==> src/rtl/lcd_seq_pkg.sv <==
// Shared definitions for the LCD score sequencer: FSM states,
// step indices, HD44780 command bytes, ASCII glyphs and digit helper.
package lcd_seq_pkg;

   typedef enum logic [1:0] {
      ISSUE = 2'd0,
      WAIT  = 2'd1,
      IDLE  = 2'd2
   } state_t;

   localparam logic [3:0] INIT_LAST = 4'd3;
   localparam logic [3:0] HOME      = 4'd4;
   localparam logic [3:0] LAST      = 4'd13;

   localparam logic [7:0] CMD_FUNCSET = 8'h38;
   localparam logic [7:0] CMD_DISPON  = 8'h0C;
   localparam logic [7:0] CMD_CLEAR   = 8'h01;
   localparam logic [7:0] CMD_ENTRY   = 8'h06;
   localparam logic [7:0] CMD_HOME    = 8'h80;

   localparam logic [7:0] ASCII_P     = 8'h50;
   localparam logic [7:0] ASCII_1     = 8'h31;
   localparam logic [7:0] ASCII_2     = 8'h32;
   localparam logic [7:0] ASCII_COLON = 8'h3A;
   localparam logic [7:0] ASCII_SPACE = 8'h20;
   localparam logic [7:0] ASCII_ZERO  = 8'h30;
   localparam logic [7:0] ASCII_NINE  = 8'h39;

   // Scores above 9 saturate to the glyph '9'.
   function automatic logic [7:0] score_digit(input logic [3:0] s);
      if (s > 4'd9)
         return ASCII_NINE;
      return ASCII_ZERO + {4'd0, s};
   endfunction

endpackage

==> src/rtl/lcd_score_rom.sv <==
// Byte table for the sequencer: maps a step index to {rs, data}.
// Ports: step, digitA, digitB in; rs (0=cmd, 1=data), data out.
module lcd_score_rom
   import lcd_seq_pkg::*;
(
   input  logic [3:0] step,
   input  logic [7:0] digitA,
   input  logic [7:0] digitB,
   output logic       rs,
   output logic [7:0] data
);

   always_comb begin
      rs   = (step > HOME) && (step <= LAST);
      data = 8'h00;
      unique case (step)
         4'd0:    data = CMD_FUNCSET;
         4'd1:    data = CMD_DISPON;
         4'd2:    data = CMD_CLEAR;
         INIT_LAST: data = CMD_ENTRY;
         HOME:    data = CMD_HOME;
         4'd5:    data = ASCII_P;
         4'd6:    data = ASCII_1;
         4'd7:    data = ASCII_COLON;
         4'd8:    data = digitA;
         4'd9:    data = ASCII_SPACE;
         4'd10:   data = ASCII_P;
         4'd11:   data = ASCII_2;
         4'd12:   data = ASCII_COLON;
         LAST:    data = digitB;
         default: data = 8'h00;
      endcase
   end

endmodule

==> src/rtl/lcd_score_sequencer.sv <==
// Drives the LCD write unit: init commands, then "P1:a P2:b" per redraw.
// Ports: Clock, Reset, ScoreA/B, Update, LcdDone in; LcdStart, LcdRS,
// LcdData, Busy, Error out. TIMEOUT sets the lost-transaction limit.
module lcd_score_sequencer
   import lcd_seq_pkg::*;
#(
   parameter int TIMEOUT = 300000
) (
   input  logic       Clock,
   input  logic       Reset,
   input  logic [3:0] ScoreA,
   input  logic [3:0] ScoreB,
   input  logic       Update,
   input  logic       LcdDone,
   output logic       LcdStart,
   output logic       LcdRS,
   output logic [7:0] LcdData,
   output logic       Busy,
   output logic       Error
);

   localparam logic [19:0] CNT_LAST = 20'(TIMEOUT - 1);

   state_t      state, state_n;
   logic [3:0]  step, step_n;
   logic        pending, pending_n;
   logic [19:0] cnt, cnt_n;
   logic        err_n;
   logic        snap;
   logic [7:0]  dig_a, dig_b;
   logic        rs_q;
   logic [7:0]  data_q;
   logic        rom_rs;
   logic [7:0]  rom_data;
   logic        issue;

   lcd_score_rom u_rom (
      .step   (step),
      .digitA (dig_a),
      .digitB (dig_b),
      .rs     (rom_rs),
      .data   (rom_data)
   );

   // Reset forces ISSUE, so the strobe is masked while Reset is held.
   assign issue    = (state == ISSUE) && !Reset;
   assign LcdStart = issue;
   assign LcdRS    = issue ? rom_rs   : rs_q;
   assign LcdData  = issue ? rom_data : data_q;

   always_comb begin
      state_n   = state;
      step_n    = step;
      pending_n = pending;
      cnt_n     = cnt;
      err_n     = Error;
      unique case (state)
         ISSUE: begin
            state_n = WAIT;
            cnt_n   = '0;
         end
         WAIT: begin
            // Completion beats a coincident timeout.
            if (LcdDone) begin
               if (step == LAST) begin
                  state_n = IDLE;
               end else begin
                  step_n  = step + 4'd1;
                  state_n = ISSUE;
               end
            end else if (cnt == CNT_LAST) begin
               err_n   = 1'b1;
               step_n  = '0;
               state_n = ISSUE;
            end else begin
               cnt_n = cnt + 20'd1;
            end
         end
         IDLE: begin
            if (Update || pending) begin
               step_n    = HOME;
               state_n   = ISSUE;
               pending_n = 1'b0;
            end
         end
         default: state_n = ISSUE;
      endcase
      if (state != IDLE && Update)
         pending_n = 1'b1;
   end

   // Step HOME is only ever entered from another step value.
   assign snap = (step_n == HOME) && (step != HOME);

   always_ff @(posedge Clock) begin
      if (Reset) begin
         state   <= ISSUE;
         step    <= '0;
         pending <= 1'b0;
         cnt     <= '0;
         Error   <= 1'b0;
         Busy    <= 1'b1;
         rs_q    <= 1'b0;
         data_q  <= 8'h00;
         dig_a   <= ASCII_ZERO;
         dig_b   <= ASCII_ZERO;
      end else begin
         state   <= state_n;
         step    <= step_n;
         pending <= pending_n;
         cnt     <= cnt_n;
         Error   <= err_n;
         Busy    <= (state_n != IDLE);
         if (snap) begin
            dig_a <= score_digit(ScoreA);
            dig_b <= score_digit(ScoreB);
         end
         if (state == ISSUE) begin
            rs_q   <= rom_rs;
            data_q <= rom_data;
         end
      end
   end

endmodule

==> config.mk <==
export PLATFORM = sky130hd
export DESIGN_NAME = lcd_score_sequencer
export DESIGN_NICKNAME = d
export VERILOG_FILES = /design/src/rtl/lcd_seq_pkg.sv /design/src/rtl/lcd_score_rom.sv /design/src/rtl/lcd_score_sequencer.sv
export SDC_FILE = /design/constraint.sdc
export NUM_CORES = 1
export LEC_CHECK = 0
export BUFFER_PORTS_ARGS = -buffer_cell sky130_fd_sc_hd__buf_2
export CAP_MARGIN = 20
export CORE_MARGIN = 2
export CORE_UTILIZATION = 25
export CTS_CLUSTER_SIZE = 8
export DETAILED_ROUTE_END_ITERATION = 7
export PLACE_DENSITY = 0.5
export SETUP_SLACK_MARGIN = 0.1
export SLEW_MARGIN = 30
export SYNTH_ARGS = -nofsm -noshare
export SYNTH_HDL_FRONTEND = slang
export SYNTH_HIERARCHICAL = 1
export SYNTH_SLANG_ARGS = --single-unit
==> constraint.sdc <==
create_clock -name Clock -period 2.54 [get_ports Clock]
set_input_delay 0.127 -clock Clock [delete_from_list [all_inputs] [get_ports Clock]]
set_output_delay 0.127 -clock Clock [all_outputs]
set_load 0.02 [all_outputs]
==> results of run 1 <==
## sequential cells by signal, indices dropped and copies added, names as in the netlist
signal and cells:
cnt 20, pending 1, data_q 8, state 2, dig_a 4, rs_q 1, step 4, Error 1
Busy 1, dig_b 4
## routing by layer
layer | wire (um) | track usage [%] | up-vias
met4 | 63 | 3.57 | 0
met3 | 245 | 2.39 | 5
li1 | - | - | 1232
met1 | 3210 | 15.2 | 1120
met2 | 3110 | 19.2 | 45
met5 | 0 | 0 | -
## tightest hold or removal path: stages
cell and delay (ps):
sky130_fd_sc_hd__buf_2 100, sky130_fd_sc_hd__inv_1 40, sky130_fd_sc_hd__a311oi_1 70
## power groups by stage
stage          registers (W)  clock network (W)  logic [W]
2_1_floorplan       0.000770                  0   0.000187
5_1_grt             0.000760           0.000601   0.000285
3_5_place_dp        0.000774                  0   0.000247
3_3_place_gp        0.000773                  0   0.000244
4_1_cts             0.000757           0.000572   0.000248
6_report            0.000757           0.000552   0.000259
## stage by stage
step / cells / worst slack, ps / utilization [%] / hold WS [ps]
2_1_floorplan: 332 / 459 / - / 274
3_3_place_gp: 488 / 356 / 28.1 / 398
3_5_place_dp: 488 / 282 / 28.1 / 407
4_1_cts: 496 / 258 / 29.1 / 77.6
5_1_grt: 500 / 75.4 / 29.5 / 94.3
6_report: 500 / 223 / 29.5 / 90.2
## how the worst min path moves through the flow
stage | slack [ps] | endpoint
floorplan | 270 | dig_a[0]
global placement | 400 | dig_b[0]
detailed placement | 410 | dig_a[0]
CTS | 80 | dig_b[0]
global route | 90 | dig_b[0]
finish | 90 | dig_a[0]
## cell usage after synthesis, types with 2 or more instances
master                      count  area, sq um
sky130_fd_sc_hd__nand3_1        9         45.0
sky130_fd_sc_hd__o2111ai_1      3         26.3
sky130_fd_sc_hd__ha_1           8          100
sky130_fd_sc_hd__mux2i_1       13          130
sky130_fd_sc_hd__a311oi_1       2         17.5
sky130_fd_sc_hd__dfxtp_1       46          921
sky130_fd_sc_hd__o22ai_1        2         12.5
sky130_fd_sc_hd__nor2b_1        5         31.3
sky130_fd_sc_hd__o31ai_1        3         22.5
sky130_fd_sc_hd__nor4_1         7         43.8
sky130_fd_sc_hd__buf_6          5         56.3
sky130_fd_sc_hd__o21ai_1        4         20.0
sky130_fd_sc_hd__o21ai_0       10         50.1
sky130_fd_sc_hd__inv_1         11         41.3
sky130_fd_sc_hd__nand4_1        8         50.1
sky130_fd_sc_hd__xnor2_1       13          114
sky130_fd_sc_hd__mux2_2         9          101
sky130_fd_sc_hd__nor4b_1        3         26.3
sky130_fd_sc_hd__nand2_1       22         82.6
sky130_fd_sc_hd__conb_1         2         7.51
sky130_fd_sc_hd__a21oi_1       19         95.1
sky130_fd_sc_hd__nor3b_1        2         15.0
sky130_fd_sc_hd__nor2_1        45          169
sky130_fd_sc_hd__xor2_1         5         43.8
sky130_fd_sc_hd__clkbuf_1       8         30.0
sky130_fd_sc_hd__nand2b_1       5         31.3
sky130_fd_sc_hd__o22a_1         2         17.5
sky130_fd_sc_hd__o21a_1         3         22.5
sky130_fd_sc_hd__nor3_1         7         35.0
sky130_fd_sc_hd__nand3b_1       5         37.5
sky130_fd_sc_hd__and3_1         3         18.8
sky130_fd_sc_hd__and4_1         2         17.5
sky130_fd_sc_hd__a211oi_1       3         22.5
sky130_fd_sc_hd__a31oi_1        4         25.0
## cell families after synthesis
family                   count (synthesis)  share of synthesized area [%]
AND/OR/NAND/NOR                        132                           25.6
AO/OA/AOI/OAI                           69                           17.4
flip-flops                              46                           33.4
buffers and inverters                   29                           5.50
multiplexers                            22                           8.41
XOR/XNOR                                18                           5.72
adder cells (fa/ha/maj)                  8                           3.63
other                                    2                          0.273
## layout make-up
class                           instances  area share, %
Inverter                               13           1.53
Multi-Input combinational cell        257           53.6
Timing Repair Buffer                   36           7.08
Clock inverter                          1          0.944
Tap cell                              140           5.51
Clock buffer                            7           2.40
Sequential cell                        46           29.0
## layout by cell type, fill, tap and decap left out, drive strengths merged, types with 4 or more instances in the layout
cell type | synthesis | routed
a211oi | 4 | 4
a21oi | 19 | 19
a31oi | 5 | 5
buf | 8 | 36
clkbuf | 8 | 7
conb | 2 | 8
dfxtp | 46 | 46
ha | 8 | 8
inv | 12 | 12
mux2 | 9 | 9
mux2i | 13 | 13
nand2 | 22 | 22
nand2b | 5 | 5
nand3 | 10 | 10
nand3b | 5 | 5
nand4 | 8 | 8
nor2 | 45 | 45
nor2b | 5 | 5
nor3 | 8 | 8
nor4 | 7 | 7
nor4b | 4 | 4
o21ai | 14 | 14
xnor2 | 13 | 13
xor2 | 5 | 5
==> flow_summary.yaml, run 1 <==
outcome:
  run_status: "finished clean"
cells_and_area:
  nFillCells: 1141
  area_occupied_by_multi_input_gates_sq_um: 1700
  nNetsFinal: 379
  final_design_area_no_fill_sq_um: 3180
  final_layout_size_suffix_gt1_share_pct: 17.2
  regArea_sq_um: 921
  antenna_cells: 0
  synth_to_layout_area_growth_pct: 15.5
worst_setup_path:
  critical-path-slowest-cell: "sky130_fd_sc_hd__o31a_1"
  cpLargestDelayFamily: "compound AO/OA/AOI/OAI gates"
  crit-reg2reg-launch: "cnt[0]"
  worst_setup_path_end_kind: "register"
  worstSetupStartpointType: "register"
  path_max_fanout: 7
  r2r-end: "dig_b[1]"
  crit_type: "reg2reg"
  r2r_setup_slack_ps: 220
  path_cells: "ha_1 > and4_1 > nand4_1 > o31a_1 > o21a_1 > nor3_4 > buf_12 > mux2i_1"
  crit_end: "dig_b[1]"
  setup.worst_path.start: "cnt[0]"
  reg2regPathDepth: 8
  buf_inv_stages_crit_path: 1
  slowest_delay_ps: 450
  worst_ep_required_time_ps: 2770
  critical_path_cell_count: 8
  worstPathArrival_ps: 2540
yosys:
  ys_types: 62
  post_synthesis_cells: 326
  synth_edf_count: 0
  mappedNetlistArea_sq_um: 2750
  yosys_warning_total: 6
  post_synth.cell_area_avg_sq_um: 8.45
  synth-main-ff-cell: "sky130_fd_sc_hd__dfxtp_1"
  ys_ff_latch: 46
  asyncSetResetFlopFracSynth_pct: 0
  synth.yosys.seq_area_share_pct: 33.4
sta:
  period_needed_ps: 2320
  slew_headroom_pct: 58.1
  final_min_period_over_clock_period_pct: 91.2
  timing_worst_slew_pin_value_ps: 627
  hold_viol_final: 0
  setup_viol_count_final: 0
  totalNegativeSetupSlack_ps: 0
  fmax_mhz: 432
  rsz0062_at_grt: "false"
  finClkSkew_ps: 6.61
  timing_max_transition_violations_final: 0
clocking:
  cts_hold_buf: 0
  clock-root-buffer: "sky130_fd_sc_hd__clkbuf_8"
  clock_transition_time_at_the_flip_flop_clock_pins_of_the_worst_setup_and_hold_paths_ps: 90
  cts_tree: "done"
  cts_setup_buffers: 0
  clk-insertion-delay-late_ps: 300
  numClockSinks: 46
  cts-htree-levels: 2
  numCtsBuffers: 5
  clock_tree.buffer_depth: 2
  post_cts.resized_instances: 0
floorplanning:
  ios: 24
  core_area_sq_um: 10800
  die_area_sq_um: 11900
  initial_core_util_pct: 25.5
  die_width_um: 109
  placementRows: 38
  fp.dieH_um: 109
pwr:
  internal_power_w: 0.00114
  netSwitchingPower_w: 0.000427
  ir_drop_mv: 0.208
  power.combinational.fraction_pct: 16.5
  power.share.sequential_pct: 48.3
  power_density_nw_per_um2: 493
  post-layout-total-power_w: 0.00157
  power.share.clock_pct: 35.2
  leakage_nw: 1.15
  switching_share_pct: 27.2
global_routing:
  grt_start_max_net_pins: 29
  number_of_antenna_violations_at_the_first_check_in_global_routing: 0
  grt_pass1_wl_um: 11100
  grt.total_usage_pct: 11.6
  first_global_vias: 2293
  grt-ovfl-total: 0
routing:
  drt_drc_violations_left: 0
  drt_first_pass_iters: 4
  first_iter_violations: 103
  routed_wirelength_um: 6630
  routed_wire_length_per_instance_um: 13.3
  routed-via-count: 2402
  final_antenna_net_count: 0
  post_drt_via_cell_ratio: 4.80
hold_path:
  whs_path_depth: 3
  timing.hold.worst.start: "ScoreA[0]"
  worstHoldPathType: "in2reg"
place:
  gp_weighted_congestion: 0.825
  place.port_buffers: 23
  dp.final_hpwl_um: 4640
  detailed_place.area_sq_um: 3030
job:
  max_cap_viol_count: 0
(Power assumes the default switching activity.)
==> inputs of run 2 (changes only) <==
Settings changed: MAX_ROUTING_LAYER set to met4.
==> flow_summary.yaml, run 2 (synthesized netlist as in run 1, its figures left out) <==
clocking:
  cts_hold_buf: 0
  numCtsBuffers: 5
  cts-htree-levels: 2
  post_cts.resized_instances: 0
  numClockSinks: 46
  clock_transition_time_at_the_flip_flop_clock_pins_of_the_worst_setup_and_hold_paths_ps: 90
  clk-insertion-delay-late_ps: 300
  cts_tree: "done"
  clock-root-buffer: "sky130_fd_sc_hd__clkbuf_8"
  clock_tree.buffer_depth: 2
  cts_setup_buffers: 0
cells_and_area:
  layout_top_registers: "cnt (20), data_q (8)"
  final_standard_cell_utilization_of_the_core_pct: 29.5
  final_layout_size_suffix_gt1_share_pct: 17.2
  nFillCells: 1140
  nNetsFinal: 379
  layout.cells.most_common_list: "sky130_fd_sc_hd__dfxtp_1 (46), sky130_fd_sc_hd__nor2_1 (45), sky130_fd_sc_hd__buf_2 (23)"
  antenna_cells: 0
  largest_reg_flops: 20
  synth_to_layout_area_growth_pct: 15.5
  max_flop_register: "cnt"
  mostFrequentLayoutCell: "sky130_fd_sc_hd__dfxtp_1"
worst_setup_path:
  cpLargestDelayFamily: "compound AO/OA/AOI/OAI gates"
  path_max_fanout: 7
  crit_type: "reg2reg"
  path_cells: "ha_1 > and4_1 > nand4_1 > o31a_1 > o21a_1 > nor3_4 > buf_12 > mux2i_1"
  worst_setup_path_end_kind: "register"
  worstSetupStartpointType: "register"
  slowest_delay_ps: 450
  worst_ep_required_time_ps: 2770
  critical-path-slowest-cell: "sky130_fd_sc_hd__o31a_1"
  buf_inv_stages_crit_path: 1
  worstPathArrival_ps: 2540
global_routing:
  grt_busiest_layer: "met2"
  grt-ovfl-total: 0
  grt.total_usage_pct: 11.9
  grt_use_met1_pct: 15.0
  number_of_antenna_violations_at_the_first_check_in_global_routing: 0
  grtUsageMet2_pct: 19.2
  grt_pass1_wl_um: 11000
  grt_start_max_net_pins: 29
  first_global_vias: 2300
  grt_util_met3_pct: 2.39
sta:
  rsz0062_at_grt: "false"
  finClkSkew_ps: 6.48
  hold_viol_final: 0
  slew_headroom_pct: 58.1
  fmax_mhz: 432
  minimum_setup_slack_in_the_final_design_ps: 227
  timing_max_transition_violations_final: 0
  setup_viol_count_final: 0
  totalNegativeSetupSlack_ps: 0
  timing_worst_slew_pin_value_ps: 627
  final_min_period_over_clock_period_pct: 91.1
  period_needed_ps: 2310
pwr:
  leakage_nw: 1.15
  ir_drop_mv: 0.207
  power_density_nw_per_um2: 493
floorplanning:
  core_area_sq_um: 10800
  placementRows: 38
  fp.dieH_um: 109
  initial_core_util_pct: 25.5
  die_area_sq_um: 11900
  die_width_um: 109
  ios: 24
routing:
  routed_wire_length_per_instance_um: 13.3
  drt_drc_violations_left: 0
  post_drt_via_cell_ratio: 4.84
  routed-via-count: 2418
  final_antenna_net_count: 0
  routed_wirelength_um: 6650
  drt_first_pass_iters: 5
  first_iter_violations: 94
place:
  gp_weighted_congestion: 0.837
  placement.setup.worst_slack_ps: 282
  dp.final_hpwl_um: 4640
  place.port_buffers: 23
job:
  max_cap_viol_count: 0
outcome:
  run_status: "finished clean"
hold_path:
  worstHoldPathType: "in2reg"
run 2: cell counts in the layout (fill, tap and decap cells not counted):
Identical to the previous run, type by type.
run 2: power by group:
part,switching (W),leakage (nW),total [W],internal (W)
clock,0.000257,0.0524,0.000552,0.000295
combinational,0.000156,0.729,0.000259,0.000103
sequential,0.0000147,0.373,0.000757,0.000742
run 2: layer usage:
layer | wire length (um) | part of all wire [%]
met5 | 0 | 0
met4 | 89 | 1.3
met2 | 3090 | 46
met3 | 279 | 4.2
met1 | 3190 | 48
run 2: worst reg2reg max path: cells and delay by family, from the launching register on:
family / cells / cell delay [ps]
flip-flops: 1 / 400
multiplexers: 1 / 180
AO/OA/AOI/OAI: 2 / 660
adder cells (fa/ha/maj): 1 / 210
buffers and inverters: 1 / 150
AND/OR/NAND/NOR: 3 / 650
run 2: worst paths after layout:
| kind | endpoint | start | cells past startpoint | slack [ps] |
|---|---|---|---|---|
| min | dig_a[0] | ScoreA[0] | 3 | 90 |
| min reg2reg | dig_a[2] | dig_a[2] | 2 | 460 |
| max | dig_b[1] | cnt[0] | 8 | 230 |
| max reg2reg | dig_b[1] | cnt[0] | 8 | 230 |
run 2: metrics by stage:
stage | hold slack (ps) | total power (W) | instances | cell area, sq um
after global placement | 398 | 0.00102 | 488 | 3030
final | 90.1 | 0.00157 | 500 | 3180
after detailed placement | 407 | 0.00102 | 488 | 3030
after global routing | 94.3 | 0.00165 | 500 | 3180
after floorplan | 274 | 0.000956 | 332 | 2780
after CTS | 77.6 | 0.00158 | 496 | 3140
run 2: cell type report:
class	instances	area, sq um	share of cell area (%)
multi-input combinational	257	1700	53.6
clock buffer	7	76.3	2.40
timing repair buffer	36	225	7.08
inverter	13	48.8	1.53
clock inverter	1	30.0	0.944
sequential	46	921	29.0
tap	140	175	5.51
==> inputs of run 3 (changes only) <==
--- a/config.mk
+++ b/config.mk
@@ -9,2 +9,4 @@
 export CAP_MARGIN = 20
+export CELL_PAD_IN_SITES_DETAIL_PLACEMENT = 0
+export CELL_PAD_IN_SITES_GLOBAL_PLACEMENT = 2
 export CORE_MARGIN = 2
@@ -13,4 +15,3 @@
 export DETAILED_ROUTE_END_ITERATION = 7
-export MAX_ROUTING_LAYER = met4
-export PLACE_DENSITY = 0.5
+export PLACE_DENSITY = 0.68
 export SETUP_SLACK_MARGIN = 0.1
==> constraint.sdc (replaced) <==
create_clock -name Clock -period 2.54 [get_ports Clock]
set_input_delay 0.381 -clock Clock [delete_from_list [all_inputs] [get_ports Clock]]
set_output_delay 0.381 -clock Clock [all_outputs]
set_load 0.02 [all_outputs]
==> flow_summary.yaml, run 3 (synthesized netlist as in run 1, its figures left out) <==
outcome:
  run_status: "finished clean"
pwr:
  ir_drop_mv: 0.149
  internal_power_w: 0.00104
  netSwitchingPower_w: 0.000408
  power.share.sequential_pct: 52.1
  power.share.clock_pct: 29.7
  power_density_nw_per_um2: 457
  power.combinational.fraction_pct: 18.2
  switching_share_pct: 28.2
  leakage_nw: 1.16
clocking:
  clock_tree.buffer_depth: 2
  cts_tree: "done"
  clk-insertion-delay-late_ps: 300
  numCtsBuffers: 5
  numClockSinks: 46
  cts_hold_buf: 0
  clock-root-buffer: "sky130_fd_sc_hd__clkbuf_8"
  cts-htree-levels: 2
  post_cts.resized_instances: 0
  clock_transition_time_at_the_flip_flop_clock_pins_of_the_worst_setup_and_hold_paths_ps: 90
worst_setup_path:
  crit_type: "reg2out"
  path_cells: "buf_4 > and4bb_2 > a21oi_1 > o32ai_1 > mux2_2 > buf_2"
  reg2regPathDepth: 8
  worst_ep_required_time_ps: 2160
  worstSetupStartpointType: "register"
  worstPathArrival_ps: 1910
  buf_inv_stages_crit_path: 2
  critical_path_cell_count: 6
  crit-reg2reg-launch: "cnt[0]"
  cpLargestDelayFamily: "buffers and inverters"
  slowest_delay_ps: 340
  path_max_fanout: 26
  worst_setup_path_end_kind: "output port"
  r2r_setup_slack_ps: 260
  critical-path-slowest-cell: "sky130_fd_sc_hd__dfxtp_1"
  r2r-end: "dig_a[0]"
sta:
  finClkSkew_ps: 8.19
  period_needed_ps: 2290
  final_min_period_over_clock_period_pct: 90.3
  totalNegativeSetupSlack_ps: 0
  fmax_mhz: 436
  hold_ws_ps: 358
  timing_max_transition_violations_final: 0
  hold_viol_final: 0
  timing_worst_slew_pin_value_ps: 606
  rsz0062_at_grt: "false"
  setup_viol_count_final: 0
  slew_headroom_pct: 59.5
cells_and_area:
  antenna_cells: 0
  nNetsFinal: 382
  layout_top_registers: "cnt (20), data_q (8)"
  synth_to_layout_area_growth_pct: 15.2
  layout.cells.most_common_list: "sky130_fd_sc_hd__dfxtp_1 (46), sky130_fd_sc_hd__nor2_1 (45), sky130_fd_sc_hd__buf_2 (23)"
  mostFrequentLayoutCell: "sky130_fd_sc_hd__dfxtp_1"
  max_flop_register: "cnt"
  final_layout_size_suffix_gt1_share_pct: 17.7
  largest_reg_flops: 20
  nFillCells: 1149
global_routing:
  grt_start_max_net_pins: 27
  grt_pass1_wl_um: 11300
  grt.total_usage_pct: 12.1
  grt-ovfl-total: 0
  number_of_antenna_violations_at_the_first_check_in_global_routing: 0
  first_global_vias: 2275
hold_path:
  timing.hold.worst.start: "ScoreA[0]"
  whs_path_depth: 3
  hold-path-endpoint: "dig_a[0]"
  worstHoldPathType: "in2reg"
place:
  place.port_buffers: 23
  dp.final_hpwl_um: 4950
  gp_weighted_congestion: 0.743
floorplanning:
  initial_core_util_pct: 25.5
  core_area_sq_um: 10800
  placementRows: 38
  fp.dieH_um: 109
  die_area_sq_um: 11900
  ios: 24
  die_width_um: 109
routing:
  routed_wire_length_per_instance_um: 13.4
  routed-via-count: 2418
  first_iter_violations: 70
  post_drt_via_cell_ratio: 4.82
  drt_first_pass_iters: 4
  final_antenna_net_count: 0
  routed_wirelength_um: 6730
  drt_drc_violations_left: 0
job:
  max_cap_viol_count: 0
-- run 3: cell types whose count changed in the layout (fill, tap and decap cells not counted), sizes merged --
| cell | delta |
|---|---|
| buf | +3 |
| bufinv | -1 |
-- run 3: cell type report --
type	count	area (sq um)	area share [%]
multi-input cells	257	1700	53.7
flip-flops and latches	46	921	29.0
repair buffers	39	248	7.81
well taps	140	175	5.52
clock buffers	7	76.3	2.41
inverters	13	48.8	1.54
-- run 3: routing by layer --
| layer | track usage [%] | vias up | share of wire (%) |
|---|---|---|---|
| li1 | - | 1238 | - |
| met1 | 15.6 | 1150 | 48 |
| met2 | 20.6 | 26 | 49 |
| met3 | 2.21 | 4 | 2.1 |
| met4 | 3.57 | 0 | 0.86 |
| met5 | 0 | - | 0 |
-- run 3: worst max-delay path by stage --
stage                   from          to  slack, ps
floorplan           state[0]    dig_a[1]        460
global placement    state[0]    dig_a[0]        330
detailed placement    cnt[0]    dig_a[2]        250
CTS                 state[0]  LcdData[2]        210
global route          cnt[0]    dig_a[0]        120
finish               step[0]  LcdData[2]        250
-- run 3: what timing repair did --
item                       in CTS  in global routing
hold endpoints to repair        0                  0
setup buffers                   0                  4
setup endpoints to repair       0                  6
-- run 3: power groups by stage --
stage          sequential (W)  clock [W]  combinational (W)
3_3_place_gp         0.000772          0           0.000255
6_report             0.000755   0.000430           0.000264
4_1_cts              0.000756   0.000465           0.000254
3_5_place_dp         0.000773          0           0.000253
2_1_floorplan        0.000770          0           0.000187
5_1_grt              0.000758   0.000480           0.000291
-- run 3: through the flow --
stage / total power [W] / instances / utilization [%] / worst slack (ps) / instance area, sq um
floorplan: 0.000956 / 332 / - / 459 / 2780
global placement: 0.00103 / 491 / 28.3 / 332 / 3050
detailed placement: 0.00103 / 491 / 28.3 / 248 / 3050
CTS: 0.00148 / 498 / 29.0 / 208 / 3130
global route: 0.00153 / 502 / 29.4 / 116 / 3170
finish: 0.00145 / 502 / 29.4 / 246 / 3170
-- run 3: worst register-to-register path, stage by stage (launching register included) --
cell and delay, ps:
sky130_fd_sc_hd__dfxtp_1 400, sky130_fd_sc_hd__ha_1 220, sky130_fd_sc_hd__and4_1 230, sky130_fd_sc_hd__nand4_1 190, sky130_fd_sc_hd__o31a_1 440, sky130_fd_sc_hd__a31oi_4 270, sky130_fd_sc_hd__nor3_4 80, sky130_fd_sc_hd__buf_12 150
sky130_fd_sc_hd__a311oi_1 240
